<file path="config.mk">
export PLATFORM = sky130hd
export DESIGN_NAME = greenhouse_zone_ctrl
export DESIGN_NICKNAME = d
export VERILOG_FILES = /design/src/rtl/greenhouse_zone_ctrl.sv
export SDC_FILE = /design/constraint.sdc
export NUM_CORES = 1
export LEC_CHECK = 0
export CORE_UTILIZATION = 62
export CTS_CLUSTER_DIAMETER = 50
export DETAILED_ROUTE_END_ITERATION = 8
export PLACE_DENSITY = 0.94
export SYNTH_ARGS = -nofsm -noshare
export SYNTH_HDL_FRONTEND = slang
export SYNTH_SLANG_ARGS = --single-unit
</file>
<file path="constraint.sdc">
create_clock -name clk_2 -period 6.4 [get_ports clk_2]
set_input_delay 1.28 -clock clk_2 [delete_from_list [all_inputs] [get_ports clk_2]]
set_output_delay 1.28 -clock clk_2 [all_outputs]
set_load 0.01 [all_outputs]
</file>
<file path="src/rtl/greenhouse_zone_ctrl.sv">
// Per-zone climate controller: debounce a 2-bit thermostat code, then drive
// heater/cooler with a minimum run time and a sticky inconsistency fault.
module greenhouse_zone_ctrl #(
    parameter int NZONES  = 4,
    parameter int FILT    = 3,
    parameter int MIN_RUN = 8,
    parameter int FCNT_W  = 4
) (
    input  logic                  clk_2,
    input  logic                  reset,
    input  logic [2*NZONES-1:0]   sens,
    input  logic                  fault_clr,
    output logic [NZONES-1:0]     heater,
    output logic [NZONES-1:0]     cooler,
    output logic [NZONES-1:0]     fault,
    output logic                  fault_any,
    output logic [FCNT_W-1:0]     fault_count
);

    localparam int CNT_W = $clog2(FILT + 1);
    localparam int RUN_W = $clog2(MIN_RUN + 1);

    localparam logic [1:0] CODE_COLD = 2'b00;
    localparam logic [1:0] CODE_BAD  = 2'b01;
    localparam logic [1:0] CODE_BAND = 2'b10;
    localparam logic [1:0] CODE_HOT  = 2'b11;

    typedef enum logic [1:0] {
        ST_IDLE  = 2'd0,
        ST_HEAT  = 2'd1,
        ST_COOL  = 2'd2,
        ST_FAULT = 2'd3
    } state_t;

    logic [NZONES-1:0]  w_fault_entry;
    logic [FCNT_W-1:0]  r_fault_count;

    genvar gi;
    generate
        for (gi = 0; gi < NZONES; gi++) begin : g_zone
            logic [1:0]       w_raw;
            logic [1:0]       r_cand;
            logic [1:0]       r_filt;
            logic [CNT_W-1:0] r_cnt;
            state_t           r_state;
            state_t           w_state_next;
            logic [RUN_W-1:0] r_run_cnt;
            logic [RUN_W-1:0] w_run_cnt_next;

            assign w_raw = sens[2*gi +: 2];

            // filt only moves once the same raw code has been seen FILT edges running
            always_ff @(posedge clk_2) begin
                if (reset) begin
                    r_cand <= CODE_BAND;
                    r_filt <= CODE_BAND;
                    r_cnt  <= '0;
                end else if (w_raw != r_cand) begin
                    r_cand <= w_raw;
                    r_cnt  <= CNT_W'(1);
                end else if (r_cnt < CNT_W'(FILT - 1)) begin
                    r_cnt  <= r_cnt + 1'b1;
                end else begin
                    r_filt <= r_cand;
                end
            end

            always_ff @(posedge clk_2) begin
                if (reset) begin
                    r_state   <= ST_IDLE;
                    r_run_cnt <= '0;
                end else begin
                    r_state   <= w_state_next;
                    r_run_cnt <= w_run_cnt_next;
                end
            end

            always_comb begin
                w_state_next = r_state;
                case (r_state)
                    ST_IDLE: begin
                        case (r_filt)
                            CODE_COLD: w_state_next = ST_HEAT;
                            CODE_HOT:  w_state_next = ST_COOL;
                            CODE_BAD:  w_state_next = ST_FAULT;
                            default:   w_state_next = ST_IDLE;
                        endcase
                    end
                    ST_HEAT: begin
                        if (r_filt == CODE_BAD)
                            w_state_next = ST_FAULT;
                        else if (r_filt != CODE_COLD && r_run_cnt == RUN_W'(MIN_RUN))
                            w_state_next = ST_IDLE;
                    end
                    ST_COOL: begin
                        if (r_filt == CODE_BAD)
                            w_state_next = ST_FAULT;
                        else if (r_filt != CODE_HOT && r_run_cnt == RUN_W'(MIN_RUN))
                            w_state_next = ST_IDLE;
                    end
                    ST_FAULT: begin
                        if (fault_clr && r_filt != CODE_BAD)
                            w_state_next = ST_IDLE;
                    end
                    default: w_state_next = ST_IDLE;
                endcase
            end

            // run counter is zero on the entry edge and counts only while staying put
            always_comb begin
                w_run_cnt_next = '0;
                if ((r_state == ST_HEAT || r_state == ST_COOL) && w_state_next == r_state) begin
                    if (r_run_cnt == RUN_W'(MIN_RUN))
                        w_run_cnt_next = r_run_cnt;
                    else
                        w_run_cnt_next = r_run_cnt + 1'b1;
                end
            end

            assign heater[gi]        = (r_state == ST_HEAT);
            assign cooler[gi]        = (r_state == ST_COOL);
            assign fault[gi]         = (r_state == ST_FAULT);
            assign w_fault_entry[gi] = (r_state != ST_FAULT) && (w_state_next == ST_FAULT);
        end
    endgenerate

    // simultaneous entries in several zones count as a single event
    always_ff @(posedge clk_2) begin
        if (reset)
            r_fault_count <= '0;
        else if (|w_fault_entry && r_fault_count != '1)
            r_fault_count <= r_fault_count + 1'b1;
    end

    assign fault_count = r_fault_count;
    assign fault_any   = |fault;

endmodule

</file>
==> results of run 1 <==
registers in the layout, summed over array words and instances (netlist names):
| signal | count |
|---|---|
| g_zone.r_run_cnt | 16 |
| g_zone.r_cand | 8 |
| g_zone.r_cnt | 8 |
| g_zone.r_filt | 8 |
| g_zone.r_state | 8 |
| fault_count | 4 |
cell type report:
class,instances,share of cell area [%]
inverters,22,2.43
well taps,52,1.91
flip-flops and latches,52,30.6
repair buffers,28,8.17
clock inverters,2,1.03
multi-input cells,267,53.7
clock buffers,6,2.14
logic make-up after synthesis:
| logic type | after synthesis | share of synthesized area [%] |
|---|---|---|
| flip-flops | 52 | 35.0 |
| buffers and inverters | 28 | 3.58 |
| multiplexers | 5 | 1.85 |
| XOR/XNOR | 22 | 6.48 |
| AO/OA/AOI/OAI | 76 | 18.3 |
| adder cells (fa/ha/maj) | 25 | 10.5 |
| AND/OR/NAND/NOR | 139 | 24.3 |
worst reg2reg max path: stages, from the launching register on:
cell and delay [ns]:
dfxtp_1 0.44, inv_1 0.13, ha_1 0.28, mux2_1 0.32, a222oi_1 0.40, nor3_1 0.18, o21ai_1 0.36, a311oi_1 0.17
a211oi_2 0.21
stage by stage:
stage / cells / instance area, um^2
after detailed placement: 421 / 3290
after global placement: 421 / 3290
after floorplan: 347 / 2970
after global routing: 429 / 3400
after CTS: 429 / 3400
final: 429 / 3400
routing by layer:
metal,track usage [%],up-vias,part of all wire [%]
li1,-,1302,-
met3,4.78,13,5.2
met5,0,-,0
met1,31.1,1193,45
met4,11.6,0,2.3
met2,40.8,69,48
Yosys cell counts (2+ instances only):
library cell	n
nor3b_1	2
nand3b_1	3
o21a_1	7
a211oi_2	3
inv_1	22
nand2_1	26
nand4_1	6
a211o_1	6
nand3_1	12
o21ai_0	5
nor4_1	8
xnor2_1	6
nor3_1	10
or3_1	3
nand2b_1	6
o21ai_1	3
xor2_1	16
o21bai_1	2
and3_1	6
o31ai_1	2
ha_1	25
a311oi_1	3
nor2_2	2
mux2_2	3
a221oi_1	3
and2_1	2
nor2_1	32
o211ai_1	3
a211oi_1	5
a21oi_1	22
nor2b_1	12
or2_2	5
dfxtp_1	52
clkbuf_1	5
o22ai_1	2
power breakdown:
| part | switching, mW | internal [mW] |
|---|---|---|
| Clock | 0.106 | 0.116 |
| Sequential | 0.0172 | 0.338 |
| Combinational | 0.0831 | 0.0698 |
| Total | 0.206 | 0.524 |
worst paths after layout:
check	cells after the start	from	slack [ns]	to
max reg2reg	8	g_zone[0].r_state[1]	3.83	fault_count[2]
min reg2reg	2	g_zone[2].r_cand[0]	0.49	g_zone[2].r_filt[0]
min	2	g_zone[2].r_cand[0]	0.49	g_zone[2].r_filt[0]
max	3	g_zone[3].r_state[0]	3.10	fault_any
==> results.sh, run 1 <==
export IMPL_antennaDiodeCount=0
export IMPL_synth_seq_cells=52
export IMPL_slew_violations=0
export IMPL_worstSetupStartpointType="flop"
export IMPL_hpwl_um=4180
export IMPL_dr_pass1_iters=6
export IMPL_synth_main_ff_cell="dfxtp_1"
export IMPL_drv_cap=0
export IMPL_grt_pass1_wl_um=10100
export IMPL_p_leak_nw=1.27
export IMPL_ant_nets=0
export IMPL_syn_avg_cell_area_um2=8.56
export IMPL_die_h_um=71.2
export IMPL_synth_area_leaders="dfxtp_1 35%, ha_1 11%, xor2_1 4.7%"
export IMPL_crit_path_top_delay_cell="or4_1"
export IMPL_place_congestion=0.882
export IMPL_cp_max_fo=5
export IMPL_finalPower_mw=0.730
export IMPL_fin_skew_ns=0.00353
export IMPL_synth_warnings=0
export IMPL_cts_setup_buffers=0
export IMPL_n_fill_cell=330
export IMPL_io_pins=28
export IMPL_cts_buffers_inserted=5
export IMPL_mostFrequentLayoutCell="dfxtp_1"
export IMPL_yosysUniqueCellTypes=52
export IMPL_post_place_ws_ns=3.11
export IMPL_hold_buffers=0
export IMPL_ys_seq_area_share_pct=35.0
export IMPL_fp_coreArea_um2=4470
export IMPL_end_kind="output pin"
export IMPL_grt_pass1_vias=2341
export IMPL_crit_buf_inv=1
export IMPL_clock_sinks=52
export IMPL_portBuffers=27
export IMPL_antenna_found_initial=0
export IMPL_start_util_pct=66.4
export IMPL_synth_top_area_share_pct=35.0
export IMPL_slew_headroom_pct=62.3
export IMPL_crit_path_max_incr_delay_ns=0.57
export IMPL_cts_resized=0
export IMPL_max_freq_mhz=303
export IMPL_synth_edf_count=0
export IMPL_route_detailed_drc=1
export IMPL_period_share_pct=51.6
export IMPL_violations="design-rule violations"
export IMPL_p_per_area_nw_per_um2=215
export IMPL_path_clk_slew_ns=0.09
export IMPL_peakVddDrop_v=0.000172
export IMPL_die_area_um2=5070
export IMPL_dieWidth_um=71.2
export IMPL_cp_cell_sequence="ha_1 -> or4_1 -> clkdlybuf4s50_1"
export IMPL_cts_path_max_buffers=2
export IMPL_worst_path_dominant_cell_family="simple AND/OR/NAND/NOR gates"
export IMPL_syn_num_nets=383
export IMPL_nNetsFinal=412
export IMPL_required_ns=5.12
export IMPL_period_minus_slack_ns=3.30
export IMPL_finalSetupViolCount=0
export IMPL_seq_area_um2=1040
export IMPL_netlist_area_um2=2970
export IMPL_wl_per_cell_um=13.4
export IMPL_drive_gt1_share_pct=6.37
export IMPL_multi_input_area_um2=1820
export IMPL_via_per_inst=6.01
export IMPL_crit_type="reg -> out"
export IMPL_cts_tree="done"
export IMPL_wl_um=5730
export IMPL_h_tree_depth=2
export IMPL_overflow=0
export IMPL_core_rowCount=24
export IMPL_worst_pin_slew_ns=0.556
export IMPL_rsz0062_at_grt="no"
export IMPL_cts_root_buffer="clkbuf_8"
export IMPL_grt_start_max_net_pins=43
export IMPL_synth_area_leader_cell="dfxtp_1"
export IMPL_whs_ns=0.493
export IMPL_final_cell_mix="52 x dfxtp_1, 32 x nor2_1, 27 x clkdlybuf4s50_1"
export IMPL_status="finished, violations left"
export IMPL_drtIter0Drc=156
export IMPL_arrival_ns=2.02
export IMPL_final_core_util_pct=76.0
export IMPL_netlist_instances=347
export IMPL_vias=2577
export IMPL_fin_setup_tns_ns=0
export IMPL_grt_total_usage_pct=24.7
export IMPL_hold_class="reg -> reg"
export IMPL_area_growth_pct=14.4
export IMPL_hold_viol_final=0
export IMPL_clock_latency_ns=0.31
export IMPL_worst_slack_ns=3.10
export IMPL_async_flop_share_pct=0
(Power assumes the default switching activity.)
==> inputs of run 2 (changes only) <==
--- a/config.mk
+++ b/config.mk
@@ -5,10 +5,10 @@
 export SDC_FILE = /design/constraint.sdc
 export NUM_CORES = 1
 export LEC_CHECK = 0
-export CORE_UTILIZATION = 62
+export CORE_UTILIZATION = 52
 export CTS_CLUSTER_DIAMETER = 50
 export DETAILED_ROUTE_END_ITERATION = 8
-export PLACE_DENSITY = 0.94
+export PLACE_DENSITY = 0.85
 export SYNTH_ARGS = -nofsm -noshare
 export SYNTH_HDL_FRONTEND = slang
 export SYNTH_SLANG_ARGS = --single-unit
==> constraint.sdc (replaced) <==
create_clock -name clk_2 -period 2.8 [get_ports clk_2]
set_input_delay 0.56 -clock clk_2 [delete_from_list [all_inputs] [get_ports clk_2]]
set_output_delay 0.56 -clock clk_2 [all_outputs]
set_load 0.01 [all_outputs]
==> results.sh, run 2 (same netlist as run 1, synthesis figures left out) <==
export IMPL_status="finished clean"
export IMPL_largest_reg_flops=16
export IMPL_core_rowCount=27
export IMPL_cp_endpoint="fault_any"
export IMPL_drive_gt1_share_pct=6.37
export IMPL_drtIter0Drc=160
export IMPL_design_area_um2=3400
export IMPL_clock_sinks=52
export IMPL_h_tree_depth=2
export IMPL_cts_resized=0
export IMPL_regMostFlops="g_zone.r_run_cnt"
export IMPL_final_cells=449
export IMPL_crit_cells=3
export IMPL_crit_type="reg -> out"
export IMPL_cts_buffers_inserted=5
export IMPL_die_h_um=77.6
export IMPL_ff2ff_path_depth=8
export IMPL_crit_path_max_incr_delay_ns=0.51
export IMPL_max_freq_mhz=392
export IMPL_crit_path_top_delay_cell="or4_1"
export IMPL_worstSetupStartpointType="flop"
export IMPL_cts_path_max_buffers=2
export IMPL_drv_cap=0
export IMPL_arrival_ns=1.99
export IMPL_finalSetupViolCount=0
export IMPL_hold_viol_final=0
export IMPL_period_share_pct=91.1
export IMPL_antennaDiodeCount=0
export IMPL_grt_pass1_wl_um=10500
export IMPL_worst_slack_ns=0.250
export IMPL_fin_setup_tns_ns=0
export IMPL_hold_class="reg -> reg"
export IMPL_rrSetupSlack_ns=0.26
export IMPL_required_ns=2.24
export IMPL_cts_root_buffer="clkbuf_8"
export IMPL_seq_area_um2=1040
export IMPL_worst_path_dominant_cell_family="simple AND/OR/NAND/NOR gates"
export IMPL_hpwl_um=4580
export IMPL_dr_pass1_iters=4
export IMPL_p_per_area_nw_per_um2=466
export IMPL_portBuffers=27
export IMPL_cts_tree="done"
export IMPL_grt_start_max_net_pins=42
export IMPL_post_place_ws_ns=0.200
export IMPL_ant_nets=0
export IMPL_wl_per_cell_um=13.5
export IMPL_crit_buf_inv=1
export IMPL_wl_um=6060
export IMPL_start_util_pct=54.0
export IMPL_final_core_util_pct=61.8
export IMPL_final_cell_mix="52 x dfxtp_1, 32 x nor2_1, 27 x clkdlybuf4s50_1"
export IMPL_place_congestion=0.879
export IMPL_vias=2528
export IMPL_multi_input_area_um2=1820
export IMPL_cts_setup_buffers=0
export IMPL_fp_coreArea_um2=5510
export IMPL_grt_pass1_vias=2415
export IMPL_peakVddDrop_v=0.000351
export IMPL_worst_pin_slew_ns=0.486
export IMPL_end_kind="output pin"
export IMPL_finalPower_mw=1.59
export IMPL_slew_violations=0
export IMPL_route_detailed_drc=0
export IMPL_io_pins=28
export IMPL_rsz0062_at_grt="no"
export IMPL_p_leak_nw=1.26
export IMPL_cp_cell_sequence="ha_1 -> or4_1 -> clkdlybuf4s50_1"
export IMPL_via_per_inst=5.63
export IMPL_r2r_start="g_zone[0].r_state[1]"
export IMPL_die_area_um2=6020
export IMPL_grt_total_usage_pct=21.6
export IMPL_slew_headroom_pct=67.1
export IMPL_antenna_found_initial=0
export IMPL_cp_max_fo=6
export IMPL_placed_area_um2=3320
export IMPL_dieWidth_um=77.6
export IMPL_path_clk_slew_ns=0.09
export IMPL_area_growth_pct=14.6
export IMPL_place_inst=441
export IMPL_nNetsFinal=412
export IMPL_hold_buffers=0
export IMPL_n_fill_cell=448
export IMPL_cp_startpoint="g_zone[1].r_state[0]"
export IMPL_period_minus_slack_ns=2.55
export IMPL_whs_ns=0.491
export IMPL_mostFrequentLayoutCell="dfxtp_1"
export IMPL_clock_latency_ns=0.31
export IMPL_fin_skew_ns=0.00734
export IMPL_overflow=0
export IMPL_r2r_end="fault_count[3]"
[run 2: cell types whose count changed in the layout (fill, tap and decap cells not counted)]
| cell | delta |
|---|---|
| clkinv_4 | +1 |
| bufinv_16 | -1 |
| clkinv_2 | -1 |
| clkinvlp_4 | +1 |
[run 2: metal layers]
metal  vias to the layer above  wire length [um]  track usage (%)
met3                         6               246             4.12
met5                         -                 0                0
met1                      1173              2860             26.8
met2                        55              2890             36.6
li1                       1294                 -                -
met4                         0                66             8.68
[run 2: how the worst min path moves through the flow]
stage / start / to / slack, ns / cells after the start
6_report: g_zone[2].r_cand[0] / g_zone[2].r_filt[0] / 0.49 / 2
5_1_grt: g_zone[2].r_cand[0] / g_zone[2].r_filt[0] / 0.52 / 2
3_5_place_dp: g_zone[2].r_cand[0] / g_zone[2].r_filt[0] / 0.48 / 2
3_3_place_gp: g_zone[2].r_cand[0] / g_zone[2].r_filt[0] / 0.47 / 2
4_1_cts: g_zone[2].r_cand[0] / g_zone[2].r_filt[0] / 0.50 / 2
2_1_floorplan: g_zone[3].r_run_cnt[2] / g_zone[3].r_run_cnt[2] / 0.45 / 1
[run 2: worst reg2reg max path, stage by stage (launching register included)]
cell and delay (ns):
dfxtp_1 0.44, inv_1 0.13, ha_1 0.26, mux2_1 0.30, a222oi_1 0.38, nor3_1 0.16, o21ai_1 0.39, a311oi_1 0.19
a211oi_2 0.22
[run 2: area by class of cell]
type	count	area share [%]
Tap cell	72	2.65
Clock buffer	6	2.13
Timing Repair Buffer	28	8.16
Multi-Input combinational cell	267	53.6
Inverter	22	2.43
Clock inverter	2	0.478
Sequential cell	52	30.6
[run 2: power breakdown]
group | switching (mW) | internal [mW]
registers | 0.0399 | 0.773
clock network | 0.248 | 0.178
logic | 0.187 | 0.160
total | 0.474 | 1.11
==> inputs of run 3 (changes only) <==
--- a/config.mk
+++ b/config.mk
@@ -5,6 +5,7 @@
 export SDC_FILE = /design/constraint.sdc
 export NUM_CORES = 1
 export LEC_CHECK = 0
+export CAP_MARGIN = 5
 export CORE_UTILIZATION = 52
 export CTS_CLUSTER_DIAMETER = 50
 export DETAILED_ROUTE_END_ITERATION = 8
==> results of run 3 <==
The final DEF is identical to that of run 2; final timing and power are the same.
==> patch 1, RTL diff (settings of run 2) <==
Compare `r_run_cnt` against `RUN_W'(MIN_RUN)` with >= in place of ==.
--- a/src/rtl/greenhouse_zone_ctrl.sv
+++ b/src/rtl/greenhouse_zone_ctrl.sv
@@ -89,7 +89,7 @@
                     ST_HEAT: begin
                         if (r_filt == CODE_BAD)
                             w_state_next = ST_FAULT;
-                        else if (r_filt != CODE_COLD && r_run_cnt == RUN_W'(MIN_RUN))
+                        else if (r_filt != CODE_COLD && r_run_cnt >= RUN_W'(MIN_RUN))
                             w_state_next = ST_IDLE;
                     end
                     ST_COOL: begin
Behaviour: same outputs for any inputs over 4 cycles, from zero or initial values and one cycle with reset high; that may be too few to reach the edited logic, so the function may still have changed.
==> patch 1 against run 2 <==
Global-route usage down 1.3 points. Non-clock buffer count rose by 1. Synthesized area down 2.5%. Cell area decreased by 2.2%. Setup slack lost 82 ps. Wire length is 11% lower. Register-to-register slack gained 60 ps. Clock skew decreased by 1.2 ps. Sequential cell count is the same. First-iteration DRC count down 18%.
Power is not compared: it rests on default switching activity, and its combinational part moved more than twofold at a synthesized area within 25%.
==> patch 1: results (changes against run 2) <==
DR vias/cell 5.476 (was 5.630); Clock transition at path regs about 100 ps; Unique masters post-synth 49 (was 52); GRT Total Usage 20.30% (was 21.60%); vias in the first global route 2260 (was 2415); first-pass GRT wire length 9.722 mm (was 10.47 mm); final WL 5.421 mm (was 6.061 mm); pre-CTS WS 116.6 ps (was 199.6 ps); Post-synth top cells 52 x dfxtp_1, 36 x nor2_1, 26 x nand2_1 (was 52 x dfxtp_1, 32 x nor2_1, 26 x nand2_1); largest net degree at the start of global routing 17 (was 42); gp weighted congestion 0.9022 (was 0.8794); Non-clock buffers 29 (was 28); 1st-iter DRT viols 131 (was 160); wire length per cell 12.79 µm (was 13.50 µm); Fill cells 428 (was 448); Tightest Pin Transition 454.7 ps (was 485.8 ps); register area share after synthesis 35.92% (was 35.03%); cell count after placement 416 (was 441); fin nets 389 (was 412); CP max FO 5 (was 6); Multi-In Gates 240 (was 267); hpwl dp 4.045 mm (was 4.584 mm); clk_skew 6.172 ps (was 7.339 ps); Post-Synthesis Net Count 360 (was 383); Final Hold Violating Endpoints 0 (unchanged); Area growth, synth to finish 14.85% (was 14.57%); Clock Path Buffers 2 (unchanged); nonclk inv count 25 (was 22); Cells after Synth 324 (was 347); CP arrival 2070 ps (was 1990 ps); share of layout cells above drive strength 1 8.757% (was 6.366%); area of the multi-input gates 0.001699 mm² (was 0.001824 mm²); n_diodes 0 (unchanged); Area after DPL 0.003207 mm² (was 0.003316 mm²); Data buffer area share 8.571% (was 8.159%); outcome finished, final reports clean (unchanged); setup TNS 0 ps (unchanged); Die Width 76.65 µm (was 77.60 µm); top cells by area, synth dfxtp_1 36%, ha_1 11%, xor2_1 4.8% (was dfxtp_1 35%, ha_1 11%, xor2_1 4.7%); clock network area share 3.647% (was 2.609%); initial antenna violation count 0 (unchanged)
-- patch 1: final timing paths --
check	from	to	slack [ps]	depth (start not counted)
max reg2reg	g_zone[2].r_state[1]$_SDFF_PP0_	fault_count[0]$_SDFFE_PP0P_	320	8
min reg2reg	g_zone[3].r_cand[0]$_SDFFE_PP0P_	g_zone[3].r_filt[0]$_SDFFE_PP0P_	490	2
min	g_zone[3].r_cand[0]$_SDFFE_PP0P_	g_zone[3].r_filt[0]$_SDFFE_PP0P_	490	2
max	g_zone[3].r_state[0]$_SDFF_PP0_	fault_any	170	3
-- patch 1: report_power, final --
part           internal (mW)  switching [mW]
Sequential             0.757          0.0165
Combinational         0.0497          0.0520
Clock                  0.292           0.256
Total                   1.10           0.325
-- patch 1: logic make-up (layout without fill, tap and decap cells) --
| group | after synthesis | after routing | share of synthesized area, % |
|---|---|---|---|
| AOI/OAI and AO/OA | 63 | 63 | 16.58 |
| xor gates and xnor gates | 28 | 28 | 8.463 |
| adders and majority gates | 25 | 25 | 10.79 |
| buffers and inverters | 32 | 62 | 5.440 |
| DFF | 52 | 52 | 35.92 |
| muxes | 9 | 9 | 3.411 |
| and+or+nand+nor | 115 | 115 | 19.39 |
-- patch 1: critical path, cell delays in order (launching register included) --
cell and delay (ps):
dfxtp_1 360, ha_1 300, or4_1 590, clkdlybuf4s50_1 500
-- patch 1: routing by layer --
metal / wire, µm / global-route usage (%) / vias to the layer above
met2: 2475 / 34.50 / 54
met3: 196 / 3.690 / 12
met1: 2628 / 25.17 / 1087
li1: - / - / 1169
met5: 0 / 0 / -
met4: 120 / 8.462 / 0
==> patch 2, RTL diff (settings of run 2) <==
Made on the original files. `NZONES`: 4 -> 6.
--- a/src/rtl/greenhouse_zone_ctrl.sv
+++ b/src/rtl/greenhouse_zone_ctrl.sv
@@ -1,7 +1,7 @@
 // Per-zone climate controller: debounce a 2-bit thermostat code, then drive
 // heater/cooler with a minimum run time and a sticky inconsistency fault.
 module greenhouse_zone_ctrl #(
-    parameter int NZONES  = 4,
+    parameter int NZONES  = 6,
     parameter int FILT    = 3,
     parameter int MIN_RUN = 8,
     parameter int FCNT_W  = 4
Interface: changed (resized cooler, fault, heater and sens); port bits go from 28 to 38. No check against the original RTL was run, so the function may have changed too.
==> patch 2 against run 2 <==
Sequential cell count is 24 higher. Setup slack got worse by 47 ps. Wire length rose by 48%. Utilization is 2.7 points higher. Clock skew is essentially flat. Largest power group unchanged. Cell area increased by 47%. Critical endpoint is now fault_count[0]$_SDFFE_PP0P_. Power rose by 73%. Synthesized area increased by 41%.
==> patch 2: results (changes against run 2) <==
met3 usage 5.141% (was 4.118%); max reg flops 24 (was 16); met1 global-route usage 24.65% (was 26.76%); worst ir drop on vdd 0.3218 mV (was 0.3505 mV); clk_skew 7.544 ps (was 7.339 ps); Tightest Pin Transition 476.6 ps (was 485.8 ps); outcome finished, final reports clean (unchanged); hpwl dp 6.601 mm (was 4.584 mm); Unique masters post-synth 57 (was 52); GRT Total Usage 22.14% (was 21.60%); first-pass GRT wire length 15.04 mm (was 10.47 mm); CP arrival 2840 ps (was 1990 ps); grt met2 use 40.41% (was 36.64%); Post-Synthesis Net Count 536 (was 383); CP max stage delay 410 ps (was 510 ps); Clock Latency Late Sink 350 ps (was 310 ps); 1st-iter DRT viols 148 (was 160); register area share after synthesis 36.33% (was 35.03%); synthesized area per cell 8.652 µm² (was 8.564 µm²); Area after DPL 0.004775 mm² (was 0.003316 mm²); CP top delay family compound AO/OA/AOI/OAI gates (was simple AND/OR/NAND/NOR gates); share of layout cells above drive strength 1 9.908% (was 6.366%); wire length per cell 13.88 µm (was 13.50 µm); fin nets 593 (was 412); Post-synth top cells 76 x dfxtp_1, 55 x nor2_1, 43 x nand2_1 (was 52 x dfxtp_1, 32 x nor2_1, 26 x nand2_1); slowest stage cell, crit path a221o_1 (was or4_1); DR vias/cell 5.470 (was 5.630); CTS HTree Levels 3 (was 2); leakage 1.996 nW (was 1.256 nW)
==> patch 2: repair_timing <==
action,in CTS,in global routing
resized for setup,0,2
setup endpoints to repair,0,1
setup buffers,0,0
==> patch 2: kinds of logic (layout without fill, tap and decap cells) <==
kind of cell,Yosys count,after routing,synth area share [%]
AO/OA/AOI/OAI,83,83,14.85
XOR/XNOR,38,38,7.947
adder cells (fa/ha/maj),37,37,11.05
buffers and inverters,44,105,3.944
flip-flops,76,76,36.33
multiplexers,10,10,2.779
AND/OR/NAND/NOR,196,196,23.10
==> patch 2: power breakdown <==
part | switching [mW] | internal [mW]
clock network | 0.399 | 0.608
registers | 0.0547 | 1.13
logic | 0.283 | 0.261
total | 0.737 | 2.00
==> patch 2: worst paths after layout <==
check	from	endpoint	slack (ps)	depth (start not counted)
worst max-delay path	g_zone[1].r_state[0]$_SDFF_PP0_	fault_count[0]$_SDFFE_PP0P_	200	9
worst min-delay path	reset	g_zone[0].r_filt[0]$_SDFFE_PP0P_	490	2
worst max register to register	g_zone[1].r_state[0]$_SDFF_PP0_	fault_count[0]$_SDFFE_PP0P_	200	9
worst min register to register	g_zone[4].r_cand[0]$_SDFFE_PP0P_	g_zone[4].r_filt[0]$_SDFFE_PP0P_	490	2
==> patch 2: area by class of cell <==
cell class / instances / area share (%)
multi-input cells: 364 / 49.93
repair buffers: 53 / 9.681
well taps: 102 / 2.545
clock buffers: 10 / 2.745
inverters: 37 / 2.769
clock inverters: 5 / 1.996
flip-flops and latches: 76 / 30.34
==> patch 2: metal layers <==
layer / wire length (µm) / share of wire, % / vias up
met5: 0 / 0 / -
met4: 162 / 1.8 / 0
met3: 317 / 3.5 / 17
met2: 4566 / 51 / 69
met1: 3932 / 44 / 1685
li1: - / - / 1768
==> patch 2: metrics by stage <==
step	hold WS, ps	setup slack (ps)
3_5_place_dp	484.7	-68.73
6_report	487.8	203.0
5_1_grt	489.2	43.75
2_1_floorplan	455.2	118.8
3_3_place_gp	474.9	47.80
4_1_cts	476.5	136.3
